`config.mk`:
```
export PLATFORM = sky130hd
export DESIGN_NAME = cpu_ctrl_fsm_p_flat
export DESIGN_NICKNAME = d
export VERILOG_FILES = /design/src/rtl/cpu_ctrl_fsm_p_if.sv /design/src/rtl/cpu_ctrl_fsm_p.sv /design/src/flat_wrapper.sv
export SDC_FILE = /design/constraint.sdc
export NUM_CORES = 1
export LEC_CHECK = 0
export ABC_AREA = 0
export CAP_MARGIN = 15
export CORE_ASPECT_RATIO = 0.9
export CORE_MARGIN = 1
export CORE_UTILIZATION = 37
export DETAILED_ROUTE_END_ITERATION = 10
export PLACE_DENSITY_LB_ADDON = 0.1
export SETUP_SLACK_MARGIN = 0.5
export SLEW_MARGIN = 30
export SYNTH_ARGS = -nofsm -noshare
export SYNTH_HDL_FRONTEND = slang
export SYNTH_SLANG_ARGS = --single-unit
```
`constraint.sdc`:
```
create_clock -name clk -period 2.2 [get_ports clk]
set_input_delay 0.33 -clock clk [delete_from_list [all_inputs] [get_ports clk]]
set_output_delay 0.33 -clock clk [all_outputs]
set_load 0.02 [all_outputs]
```
`src/rtl/cpu_ctrl_fsm_p_if.sv`:
```
// rtl/cpu_ctrl_fsm_p_if.sv - IR/memory/register-file control bundle between the controller and the datapath
interface cpu_ctrl_fsm_p_if #(
    parameter int INSTR_W = 16,
    parameter int REG_AW  = 4,
    parameter int DATA_W  = 8,
    parameter int DMEM_AW = 8,
    parameter int CNT_W   = 16
);
    logic [INSTR_W-1:0] instruction;
    logic               I_ready;
    logic               D_ready;
    logic               RF_Rp_zero;
    logic               resume;

    logic               PC_clr;
    logic               PC_inc;
    logic               PC_ld;
    logic               I_rd;
    logic               IR_ld;
    logic [DMEM_AW-1:0] D_addr;
    logic               D_rd;
    logic               D_wr;
    logic [DATA_W-1:0]  RF_W_data;
    logic [1:0]         RF_sel;
    logic [REG_AW-1:0]  RF_W_addr;
    logic [REG_AW-1:0]  RF_Rp_addr;
    logic [REG_AW-1:0]  RF_Rq_addr;
    logic               RF_W_wr;
    logic               RF_Rp_rd;
    logic               RF_Rq_rd;
    logic [1:0]         alu_sel;
    logic               halted;
    logic               err;
    logic [CNT_W-1:0]   retired;

    modport master (
        input  instruction, I_ready, D_ready, RF_Rp_zero, resume,
        output PC_clr, PC_inc, PC_ld, I_rd, IR_ld, D_addr, D_rd, D_wr,
               RF_W_data, RF_sel, RF_W_addr, RF_Rp_addr, RF_Rq_addr,
               RF_W_wr, RF_Rp_rd, RF_Rq_rd, alu_sel, halted, err, retired
    );

    modport slave (
        output instruction, I_ready, D_ready, RF_Rp_zero, resume,
        input  PC_clr, PC_inc, PC_ld, I_rd, IR_ld, D_addr, D_rd, D_wr,
               RF_W_data, RF_sel, RF_W_addr, RF_Rp_addr, RF_Rq_addr,
               RF_W_wr, RF_Rp_rd, RF_Rq_rd, alu_sel, halted, err, retired
    );
endinterface

```
`src/rtl/cpu_ctrl_fsm_p.sv`:
```
// rtl/cpu_ctrl_fsm_p.sv - multi-cycle fetch/decode/execute controller with memory wait timeout and retire count
module cpu_ctrl_fsm_p #(
    parameter int INSTR_W  = 16,
    parameter int REG_AW   = 4,
    parameter int DATA_W   = 8,
    parameter int DMEM_AW  = 8,
    parameter int MAX_WAIT = 15,
    parameter int CNT_W    = 16
) (
    input  logic             clk,
    input  logic             rst_n,
    cpu_ctrl_fsm_p_if.master bus
);
    localparam logic [3:0] S_INIT   = 4'd0;
    localparam logic [3:0] S_FETCH  = 4'd1;
    localparam logic [3:0] S_DECODE = 4'd2;
    localparam logic [3:0] S_LOAD   = 4'd3;
    localparam logic [3:0] S_STORE  = 4'd4;
    localparam logic [3:0] S_ADD    = 4'd5;
    localparam logic [3:0] S_LOC    = 4'd6;
    localparam logic [3:0] S_SUB    = 4'd7;
    localparam logic [3:0] S_JMZ    = 4'd8;
    localparam logic [3:0] S_JNZ    = 4'd9;
    localparam logic [3:0] S_NOT    = 4'd10;
    localparam logic [3:0] S_JMP    = 4'd11;
    localparam logic [3:0] S_HALT   = 4'd12;
    localparam logic [3:0] S_ERROR  = 4'd13;

    localparam int WAIT_W = (MAX_WAIT < 2) ? 1 : $clog2(MAX_WAIT + 1);
    // Timeout fires on the stall cycle that would bring the count up to MAX_WAIT.
    localparam logic [WAIT_W-1:0] WAIT_LAST = WAIT_W'(MAX_WAIT - 1);

    logic [3:0]         state_q, state_d;
    logic [WAIT_W-1:0]  wait_q, wait_d;
    logic [CNT_W-1:0]   retired_q, retired_d;
    logic               retire;
    logic               timeout;
    logic               mem_state;

    logic [3:0]         op;
    logic [REG_AW-1:0]  ra, rb, rc;
    logic [DMEM_AW-1:0] addr;
    logic [DATA_W-1:0]  imm;

    assign op   = bus.instruction[INSTR_W-1 -: 4];
    assign ra   = bus.instruction[INSTR_W-5 -: REG_AW];
    assign rb   = bus.instruction[2*REG_AW-1 : REG_AW];
    assign rc   = bus.instruction[REG_AW-1 : 0];
    assign addr = bus.instruction[DMEM_AW-1 : 0];
    assign imm  = bus.instruction[DATA_W-1 : 0];

    assign timeout   = (MAX_WAIT != 0) && (wait_q == WAIT_LAST);
    assign mem_state = (state_q == S_FETCH) || (state_q == S_LOAD) || (state_q == S_STORE);

    function automatic logic [3:0] op_state(input logic [3:0] o);
        case (o)
            4'd0:    op_state = S_LOAD;
            4'd1:    op_state = S_STORE;
            4'd2:    op_state = S_ADD;
            4'd3:    op_state = S_LOC;
            4'd4:    op_state = S_SUB;
            4'd5:    op_state = S_JMZ;
            4'd6:    op_state = S_NOT;
            4'd7:    op_state = S_JMP;
            4'd8:    op_state = S_JNZ;
            4'd9:    op_state = S_HALT;
            default: op_state = S_ERROR;
        endcase
    endfunction

    always_comb begin
        state_d = state_q;
        retire  = 1'b0;
        case (state_q)
            S_INIT:   state_d = S_FETCH;
            S_FETCH: begin
                if (bus.I_ready)  state_d = S_DECODE;
                else if (timeout) state_d = S_ERROR;
            end
            S_DECODE: begin
                state_d = op_state(op);
                retire  = (op == 4'd9);
            end
            S_LOAD, S_STORE: begin
                if (bus.D_ready) begin
                    state_d = S_FETCH;
                    retire  = 1'b1;
                end else if (timeout) begin
                    state_d = S_ERROR;
                end
            end
            S_ADD, S_LOC, S_SUB, S_NOT, S_JMP: begin
                state_d = S_FETCH;
                retire  = 1'b1;
            end
            S_JMZ: begin
                if (bus.RF_Rp_zero) begin
                    state_d = S_JMP;
                end else begin
                    state_d = S_FETCH;
                    retire  = 1'b1;
                end
            end
            S_JNZ: begin
                if (!bus.RF_Rp_zero) begin
                    state_d = S_JMP;
                end else begin
                    state_d = S_FETCH;
                    retire  = 1'b1;
                end
            end
            S_HALT:   if (bus.resume) state_d = S_FETCH;
            S_ERROR:  state_d = S_ERROR;
            default:  state_d = S_ERROR;
        endcase
    end

    // Only a self-loop in a memory-wait state counts; any entry restarts from zero.
    always_comb begin
        wait_d    = '0;
        if (mem_state && (state_d == state_q)) wait_d = wait_q + 1'b1;
        retired_d = retired_q + CNT_W'(retire);
    end

    always_ff @(posedge clk) begin
        if (!rst_n) begin
            state_q   <= S_INIT;
            wait_q    <= '0;
            retired_q <= '0;
        end else begin
            state_q   <= state_d;
            wait_q    <= wait_d;
            retired_q <= retired_d;
        end
    end

    always_comb begin
        bus.PC_clr     = 1'b0;
        bus.PC_inc     = 1'b0;
        bus.PC_ld      = 1'b0;
        bus.I_rd       = 1'b0;
        bus.IR_ld      = 1'b0;
        bus.D_addr     = '0;
        bus.D_rd       = 1'b0;
        bus.D_wr       = 1'b0;
        bus.RF_W_data  = '0;
        bus.RF_sel     = 2'b00;
        bus.RF_W_addr  = '0;
        bus.RF_Rp_addr = '0;
        bus.RF_Rq_addr = '0;
        bus.RF_W_wr    = 1'b0;
        bus.RF_Rp_rd   = 1'b0;
        bus.RF_Rq_rd   = 1'b0;
        bus.alu_sel    = 2'b00;
        case (state_q)
            S_INIT:  bus.PC_clr = 1'b1;
            S_FETCH: begin
                bus.I_rd   = 1'b1;
                bus.IR_ld  = bus.I_ready;
                bus.PC_inc = bus.I_ready;
            end
            S_LOAD: begin
                bus.D_addr    = addr;
                bus.D_rd      = 1'b1;
                bus.RF_W_addr = ra;
                bus.RF_sel    = 2'b01;
                bus.RF_W_wr   = bus.D_ready;
            end
            S_STORE: begin
                bus.D_addr     = addr;
                bus.D_wr       = 1'b1;
                bus.RF_Rp_addr = ra;
                bus.RF_Rp_rd   = 1'b1;
            end
            S_ADD, S_SUB: begin
                bus.RF_Rp_addr = rb;
                bus.RF_Rq_addr = rc;
                bus.RF_Rp_rd   = 1'b1;
                bus.RF_Rq_rd   = 1'b1;
                bus.RF_W_addr  = ra;
                bus.RF_W_wr    = 1'b1;
                bus.alu_sel    = (state_q == S_ADD) ? 2'b01 : 2'b10;
            end
            S_LOC: begin
                bus.RF_W_addr = ra;
                bus.RF_W_wr   = 1'b1;
                bus.RF_sel    = 2'b10;
                bus.RF_W_data = imm;
            end
            S_NOT: begin
                bus.RF_W_addr = ra;
                bus.RF_W_wr   = 1'b1;
                bus.alu_sel   = 2'b11;
            end
            S_JMZ, S_JNZ: begin
                bus.RF_Rp_addr = ra;
                bus.RF_Rp_rd   = 1'b1;
            end
            S_JMP:   bus.PC_ld = 1'b1;
            default: ;
        endcase
    end

    assign bus.halted  = (state_q == S_HALT);
    assign bus.err     = (state_q == S_ERROR);
    assign bus.retired = retired_q;
endmodule

```
`src/flat_wrapper.sv`:
```
// flat-port wrapper written by rule: the top's interface ports become plain ports
module cpu_ctrl_fsm_p_flat 
#(
    parameter int INSTR_W  = 16,
    parameter int REG_AW   = 4,
    parameter int DATA_W   = 8,
    parameter int DMEM_AW  = 8,
    parameter int MAX_WAIT = 15,
    parameter int CNT_W    = 16
)
  (clk, rst_n, bus_instruction, bus_I_ready, bus_D_ready, bus_RF_Rp_zero, bus_resume, bus_PC_clr, bus_PC_inc, bus_PC_ld, bus_I_rd, bus_IR_ld, bus_D_addr, bus_D_rd, bus_D_wr, bus_RF_W_data, bus_RF_sel, bus_RF_W_addr, bus_RF_Rp_addr, bus_RF_Rq_addr, bus_RF_W_wr, bus_RF_Rp_rd, bus_RF_Rq_rd, bus_alu_sel, bus_halted, bus_err, bus_retired);
  cpu_ctrl_fsm_p_if #(.INSTR_W(INSTR_W), .REG_AW(REG_AW), .DATA_W(DATA_W), .DMEM_AW(DMEM_AW), .CNT_W(CNT_W)) bus_i ();
  input  logic clk;
  input  logic rst_n;
  input wire logic [$bits(bus_i.instruction)-1:0] bus_instruction;
  input wire logic [$bits(bus_i.I_ready)-1:0] bus_I_ready;
  input wire logic [$bits(bus_i.D_ready)-1:0] bus_D_ready;
  input wire logic [$bits(bus_i.RF_Rp_zero)-1:0] bus_RF_Rp_zero;
  input wire logic [$bits(bus_i.resume)-1:0] bus_resume;
  output wire logic [$bits(bus_i.PC_clr)-1:0] bus_PC_clr;
  output wire logic [$bits(bus_i.PC_inc)-1:0] bus_PC_inc;
  output wire logic [$bits(bus_i.PC_ld)-1:0] bus_PC_ld;
  output wire logic [$bits(bus_i.I_rd)-1:0] bus_I_rd;
  output wire logic [$bits(bus_i.IR_ld)-1:0] bus_IR_ld;
  output wire logic [$bits(bus_i.D_addr)-1:0] bus_D_addr;
  output wire logic [$bits(bus_i.D_rd)-1:0] bus_D_rd;
  output wire logic [$bits(bus_i.D_wr)-1:0] bus_D_wr;
  output wire logic [$bits(bus_i.RF_W_data)-1:0] bus_RF_W_data;
  output wire logic [$bits(bus_i.RF_sel)-1:0] bus_RF_sel;
  output wire logic [$bits(bus_i.RF_W_addr)-1:0] bus_RF_W_addr;
  output wire logic [$bits(bus_i.RF_Rp_addr)-1:0] bus_RF_Rp_addr;
  output wire logic [$bits(bus_i.RF_Rq_addr)-1:0] bus_RF_Rq_addr;
  output wire logic [$bits(bus_i.RF_W_wr)-1:0] bus_RF_W_wr;
  output wire logic [$bits(bus_i.RF_Rp_rd)-1:0] bus_RF_Rp_rd;
  output wire logic [$bits(bus_i.RF_Rq_rd)-1:0] bus_RF_Rq_rd;
  output wire logic [$bits(bus_i.alu_sel)-1:0] bus_alu_sel;
  output wire logic [$bits(bus_i.halted)-1:0] bus_halted;
  output wire logic [$bits(bus_i.err)-1:0] bus_err;
  output wire logic [$bits(bus_i.retired)-1:0] bus_retired;
  assign bus_i.instruction = bus_instruction;
  assign bus_i.I_ready = bus_I_ready;
  assign bus_i.D_ready = bus_D_ready;
  assign bus_i.RF_Rp_zero = bus_RF_Rp_zero;
  assign bus_i.resume = bus_resume;
  assign bus_PC_clr = bus_i.PC_clr;
  assign bus_PC_inc = bus_i.PC_inc;
  assign bus_PC_ld = bus_i.PC_ld;
  assign bus_I_rd = bus_i.I_rd;
  assign bus_IR_ld = bus_i.IR_ld;
  assign bus_D_addr = bus_i.D_addr;
  assign bus_D_rd = bus_i.D_rd;
  assign bus_D_wr = bus_i.D_wr;
  assign bus_RF_W_data = bus_i.RF_W_data;
  assign bus_RF_sel = bus_i.RF_sel;
  assign bus_RF_W_addr = bus_i.RF_W_addr;
  assign bus_RF_Rp_addr = bus_i.RF_Rp_addr;
  assign bus_RF_Rq_addr = bus_i.RF_Rq_addr;
  assign bus_RF_W_wr = bus_i.RF_W_wr;
  assign bus_RF_Rp_rd = bus_i.RF_Rp_rd;
  assign bus_RF_Rq_rd = bus_i.RF_Rq_rd;
  assign bus_alu_sel = bus_i.alu_sel;
  assign bus_halted = bus_i.halted;
  assign bus_err = bus_i.err;
  assign bus_retired = bus_i.retired;
  cpu_ctrl_fsm_p #(.INSTR_W(INSTR_W), .REG_AW(REG_AW), .DATA_W(DATA_W), .DMEM_AW(DMEM_AW), .MAX_WAIT(MAX_WAIT), .CNT_W(CNT_W)) u_core (.clk(clk), .rst_n(rst_n), .bus(bus_i));
endmodule
```
==> results of run 1 <==
[power groups by stage]
stage          Sequential (uW)  Combinational (uW)  Clock (uW)
6_report                   481                 958         252
5_1_grt                    482                1020         286
3_3_place_gp               485                 672           0
4_1_cts                    475                 760         261
2_1_floorplan              481                 378           0
3_5_place_dp               486                 674           0
[sequential cells by signal (all words and copies together) (netlist names)]
register and flops:
u_core.bus.retired 16, u_core.state_q 4, u_core.wait_q 4
[per-layer routing]
metal / routed length, um / vias to the layer above
met5: 0 / -
met4: 99 / 0
met3: 301 / 10
met2: 3380 / 66
met1: 2800 / 1075
li1: - / 1102
[cell type report]
cell class                      instances  area share [%]
Inverter                                8            1.40
Multi-Input combinational cell        189            41.8
Sequential cell                        24            13.9
Timing Repair Buffer                  148            39.6
Clock buffer                            3            1.16
Tap cell                               62            2.17
[worst max-delay path by stage]
| stage | start | cells past startpoint | end |
|---|---|---|---|
| after floorplan | bus_instruction[13] | 12 | u_core.bus.retired[15] |
| after global placement | bus_instruction[13] | 13 | u_core.bus.retired[14] |
| after detailed placement | bus_instruction[13] | 13 | u_core.bus.retired[14] |
| after CTS | bus_instruction[13] | 13 | u_core.bus.retired[15] |
| after global routing | u_core.state_q[2] | 11 | u_core.bus.retired[4] |
| final | u_core.state_q[1] | 10 | bus_RF_W_data[4] |
[critical path, cell delays in order, from the launching register on]
cell      delay, ns
dfxtp_4        0.36
buf_12         0.13
buf_4          0.14
buf_6          0.12
buf_6          0.11
nand2b_4       0.09
nor2_4         0.05
buf_6          0.11
buf_6          0.12
and2_4         0.15
buf_6          0.12
[synthesized netlist by cell type (5+ instances only)]
cell type  instances  area share [%]
nor3_1            12             3.4
xor2_1            12             6.0
nand3_1            8             2.3
inv_1              7             1.5
and2_1            27             9.6
dfxtp_1           24              27
nor2_1            29             6.2
nand2b_1           5             1.8
nor2b_1            7             2.5
nand4_1            6             2.1
clkbuf_1           6             1.3
a31oi_1            5             1.8
ha_1               8             5.7
o21ai_0           14             4.0
a21oi_1           11             3.1
nand2_1            7             1.5
[kinds of logic after synthesis]
family / synth area share, %
DFF: 27.4
buffers and inverters: 4.78
adders and majority gates: 5.71
and+or+nand+nor: 36.1
muxes: 1.21
xor gates and xnor gates: 6.50
AOI/OAI and AO/OA: 18.3
[what timing repair did]
| item | CTS | global route |
|---|---|---|
| gates resized for setup | 267 | 104 |
| pin swaps | 29 | 35 |
| endpoints found under the setup margin | 68 | 70 |
| setup buffers | 21 | 12 |
| gates cloned | 0 | 0 |
[cell usage in the layout (no fill, tap or decap), types with 3 or more instances in the layout]
master,n
buf_4,55
buf_6,54
clkdlybuf4s50_1,26
and2_4,21
nor2_1,19
dfxtp_1,19
xor2_1,12
nor3_1,9
o21ai_0,8
nor2_4,7
nor2b_1,7
a21oi_1,7
and2_1,6
nand4_1,6
nand3_1,5
dlymetal6s2s_1,5
a22o_1,4
nand2_1,4
a31oi_1,4
a21oi_2,4
o21ai_1,4
ha_1,4
dlygate4sd2_1,4
nand2b_4,3
nor2_2,3
inv_1,3
nor3_2,3
nand3_2,3
or3_1,3
ha_4,3
clkbuf_8,3
buf_2,3
dfxtp_4,3
[metrics by stage]
| step | utilization (%) | area (um^2) | hold WS [ns] | std cells | power [uW] |
|---|---|---|---|---|---|
| after floorplan | - | 1850 | 0.452 | 233 | 859 |
| after global placement | 64.9 | 2920 | 0.477 | 398 | 1160 |
| after detailed placement | 64.9 | 2920 | 0.485 | 398 | 1160 |
| after CTS | 70.6 | 3170 | 0.495 | 422 | 1500 |
| after global routing | 79.5 | 3570 | 0.473 | 434 | 1790 |
| final | 79.5 | 3570 | 0.447 | 434 | 1690 |
==> results.json, run 1 <==
{
  "status": "finished, final reports clean",
  "yosys_warnings": 0,
  "place_congestion": 0.881,
  "critPathRequiredTime_ns": 1.87,
  "pwr-share-comb_pct": 56.7,
  "power.leakage_uw": 0.00158,
  "portBuffers": 81,
  "synth_area_per_cell_um2": 7.52,
  "ios": 82,
  "timing.slew.headroom_pct": 73.7,
  "grt_max_degree": 15,
  "synth_nets": 263,
  "regArea_um2": 494,
  "worst-r2r-cell-count": 11,
  "post_drt_wl_per_cell_um": 15.2,
  "antennaDiodeCount": 0,
  "ys.flop_type": "dfxtp_1",
  "slew_viol_final": 0,
  "end_kind": "output pin",
  "syn-instance-count": 233,
  "max_freq_ghz": 0.474,
  "worstPathArrival_ns": 1.78,
  "cts_max_path_buffers": 2,
  "viasPerCell": 5.19,
  "drtIter0Drc": 96,
  "vdd_ir_drop_max_mv": 0.484,
  "power_density_nw_per_um2": 474,
  "critPathLaunchType": "register",
  "cts_tree": "built",
  "grt.busiest_layer": "met2",
  "drive_gt1_share_pct": 51.9,
  "internal_power_uw": 1070,
  "synthToLayoutAreaGrowth_pct": 103,
  "cts_inserted_buffers": 3,
  "min_from": "u_core.wait_q[0]",
  "async_flop_share_pct": 0,
  "h-tree-depth": 1,
  "initial_utilization_pct": 39.0,
  "wl_um": 6580,
  "synth-seq-cells": 24,
  "period_share_pct": 95.8,
  "synth_area_um2": 1750,
  "hold-path-cell-count": 1,
  "p_sw_uw": 620,
  "clkLatencyLatePin_ns": 0.26,
  "layout.nets": 404,
  "placementRows": 23,
  "report.final.hold_viol_count": 0,
  "max_slew.worst_pin.slew_ns": 0.393,
  "grt_pass1_vias": 1938,
  "dp_slack_ns": -0.491,
  "hpwl_um": 4080,
  "finClkSkew_ns": 0.00328,
  "pwr-share-seq_pct": 28.4,
  "multiInputGateArea_um2": 1490,
  "cts_hold_buf": 0,
  "clk_pin_slew_ns": 0.07,
  "synth-edff-count": 0,
  "grt_pass1_wl_um": 8830,
  "cts.sinks": 24,
  "grt.total_usage_pct": 22.6,
  "p_clk_share_pct": 14.9,
  "reg2reg_to": "u_core.bus.retired[4]",
  "path_class": "reg -> out",
  "dr.pass1.iters": 4,
  "via_count": 2253,
  "num-fill-cells": 302,
  "fin_crit_ns": 2.11,
  "hold_path_class": "reg -> reg",
  "gr-total-overflow": 0,
  "grt_use_met1_pct": 28.4,
  "groute.layer.met3.usage_pct": 5.07,
  "p_sw_share_pct": 36.7,
  "postRouteAntennaNets": 0,
  "r2r_slack_ns": 0.11,
  "antenna_found_initial": 0,
  "ys_seq_area_share_pct": 27.4,
  "worstReg2RegStart": "u_core.state_q[2]",
  "core_area_um2": 4490,
  "grtUsageMet2_pct": 39.2,
  "min_to": "u_core.wait_q[0]",
  "setup_viol": 0,
  "clock-root-buffer": "clkbuf_8",
  "rsz0062_at_grt": "true",
  "dieArea_um2": 5020,
  "maxCapViolCount": 0,
  "fin_tns_setup_ns": 0,
  "ys_types": 45,
  "die_h_um": 67.3,
  "fin_ws_ns": 0.0924,
  "crit_fanout": 7,
  "die_x_um": 74.6,
  "drc": 0
}
No activity file was read; power rests on OpenSTA's default activity.
==> inputs of run 2 (changes only) <==
- PLACE_DENSITY: not set -> 0.88
- PLACE_DENSITY_LB_ADDON: 0.1 -> not set
==> results.json, run 2 (synthesis gave the netlist of run 1 again) <==
{
  "worst-r2r-cell-count": 11,
  "layoutNonFillerInstCount": 432,
  "grt_pass1_wl_um": 10300,
  "vdd_ir_drop_max_mv": 0.341,
  "worstPathArrival_ns": 2.43,
  "power.total_uw": 1790,
  "drive_gt1_share_pct": 51.9,
  "max_stage_delay_ns": 0.37,
  "finClkSkew_ns": 0.00645,
  "rsz0062_at_grt": "true",
  "h-tree-depth": 1,
  "fin_ws_ns": -0.0794,
  "slowest_stage": "dfxtp_4",
  "post-place-cells": 392,
  "wl_um": 9260,
  "grt_max_degree": 15,
  "antenna_found_initial": 0,
  "postRouteAntennaNets": 0,
  "final_cell_mix": "50 x buf_4, 41 x buf_6, 26 x clkdlybuf4s50_1",
  "placementRows": 23,
  "hpwl_um": 4320,
  "slew_viol_final": 0,
  "grt_pass1_vias": 2098,
  "dr.pass1.iters": 5,
  "report.final.hold_viol_count": 0,
  "die_x_um": 74.6,
  "num-fill-cells": 255,
  "critPathRequiredTime_ns": 2.35,
  "p_clk_share_pct": 17.7,
  "crit_fanout": 6,
  "drc": 0,
  "cts_max_path_buffers": 2,
  "ios": 82,
  "p_sw_uw": 713,
  "min_from": "u_core.wait_q[0]",
  "antennaDiodeCount": 0,
  "die_h_um": 67.3,
  "layout.nets": 401,
  "cts_tree": "built",
  "path_class": "reg -> reg",
  "gr-total-overflow": 0,
  "p_sw_share_pct": 39.8,
  "cts_hold_buf": 0,
  "clkLatencyLatePin_ns": 0.28,
  "clock-root-buffer": "clkbuf_8",
  "hold-path-cell-count": 1,
  "worst-path-buf-inv": 2,
  "violations": "negative setup slack",
  "viasPerCell": 6.02,
  "fin_crit_ns": 2.28,
  "final_common_cell": "buf_4",
  "place_congestion": 0.981,
  "grt.total_usage_pct": 26.7,
  "drtIter0Drc": 347,
  "max_freq_ghz": 0.439,
  "cts_inserted_buffers": 3,
  "power_density_nw_per_um2": 505,
  "cp_common_cell": "ha_4",
  "dieArea_um2": 5020,
  "cp_cell_sequence": "buf_12 -> nor3b_4 -> a31oi_4 -> o221ai_2 -> and3_4 -> ha_4 -> ha_4 -> nand2_1 -> buf_6 -> o21ai_1 -> a21oi_2",
  "initial_utilization_pct": 39.0,
  "min_to": "u_core.wait_q[0]",
  "worstReg2RegStart": "u_core.state_q[1]",
  "cts.sinks": 24,
  "maxCapViolCount": 0,
  "end_kind": "register",
  "fin_tns_setup_ns": -0.145,
  "setup_viol": 2,
  "dp_slack_ns": -0.533,
  "post_drt_wl_per_cell_um": 21.4,
  "r2r_slack_ns": -0.08,
  "hold_path_class": "reg -> reg",
  "status": "complete, but fails checks",
  "largest_register_ffs": 16,
  "synthToLayoutAreaGrowth_pct": 103,
  "critPathLaunchType": "register",
  "core_area_um2": 4490,
  "portBuffers": 81,
  "power.leakage_uw": 0.00155,
  "pwr-share-seq_pct": 27.4,
  "clk_pin_slew_ns": 0.09,
  "pwr-share-comb_pct": 54.9,
  "max_slew.worst_pin.slew_ns": 0.833,
  "reg2reg_to": "u_core.bus.retired[14]",
  "critical-path-top-delay-family": "compound AO/OA/AOI/OAI gates",
  "internal_power_uw": 1080,
  "timing.slew.headroom_pct": 44.1,
  "period_share_pct": 104,
  "via_count": 2599
}
-- run 2: layer usage --
layer | share of wire [%] | GRT usage (%)
met3 | 9.6 | 4.33
met5 | 0 | 0
met4 | 4.8 | 8.73
met2 | 49 | 45.7
met1 | 37 | 33.9
-- run 2: area by class of cell --
type	count	area, um^2	area share (%)
clock buffers	4	55.1	1.55
inverters	8	46.3	1.30
multi-input cells	190	1570	44.2
flip-flops and latches	24	497	14.0
well taps	62	77.6	2.18
repair buffers	144	1310	36.8
-- run 2: worst max-delay path by stage --
stage	from	endpoint	slack, ns	depth (start not counted)
after floorplan	bus_instruction[13]	u_core.bus.retired[15]	0.15	12
after global placement	bus_instruction[13]	u_core.bus.retired[14]	-0.45	13
after detailed placement	bus_instruction[13]	u_core.bus.retired[15]	-0.53	13
after CTS	bus_instruction[13]	u_core.bus.retired[15]	0.02	13
after global routing	u_core.state_q[1]	u_core.bus.retired[14]	-0.14	11
final	u_core.state_q[1]	u_core.bus.retired[14]	-0.08	11
-- run 2: what timing repair did --
item | 4_1_cts | 5_1_grt
pin swaps | 28 | 36
endpoints found under the hold margin | 0 | 0
gates cloned | 1 | 0
endpoints found under the setup margin | 69 | 67
setup buffers | 11 | 24
resized for setup | 211 | 146
-- run 2: metrics by stage --
step	hold WS [ns]	utilization, %	cell area [um^2]
6_report	0.510	79.2	3550
5_1_grt	0.543	79.2	3550
4_1_cts	0.497	69.0	3100
3_5_place_dp	0.489	63.9	2870
3_3_place_gp	0.474	63.9	2870
2_1_floorplan	0.452	-	1850
-- run 2: power by group through the flow --
stage	Combinational [uW]	Sequential (uW)	Clock, uW
after detailed placement	656	495	0
after floorplan	378	481	0
after CTS	708	486	303
after global placement	643	492	0
final	984	491	318
after global routing	1020	493	332
==> inputs of run 3 (changes only) <==
- HOLD_SLACK_MARGIN: not set -> 0.15
==> results of run 3 <==
Same layout as run 2: the final DEF is identical, and so are final timing and power.
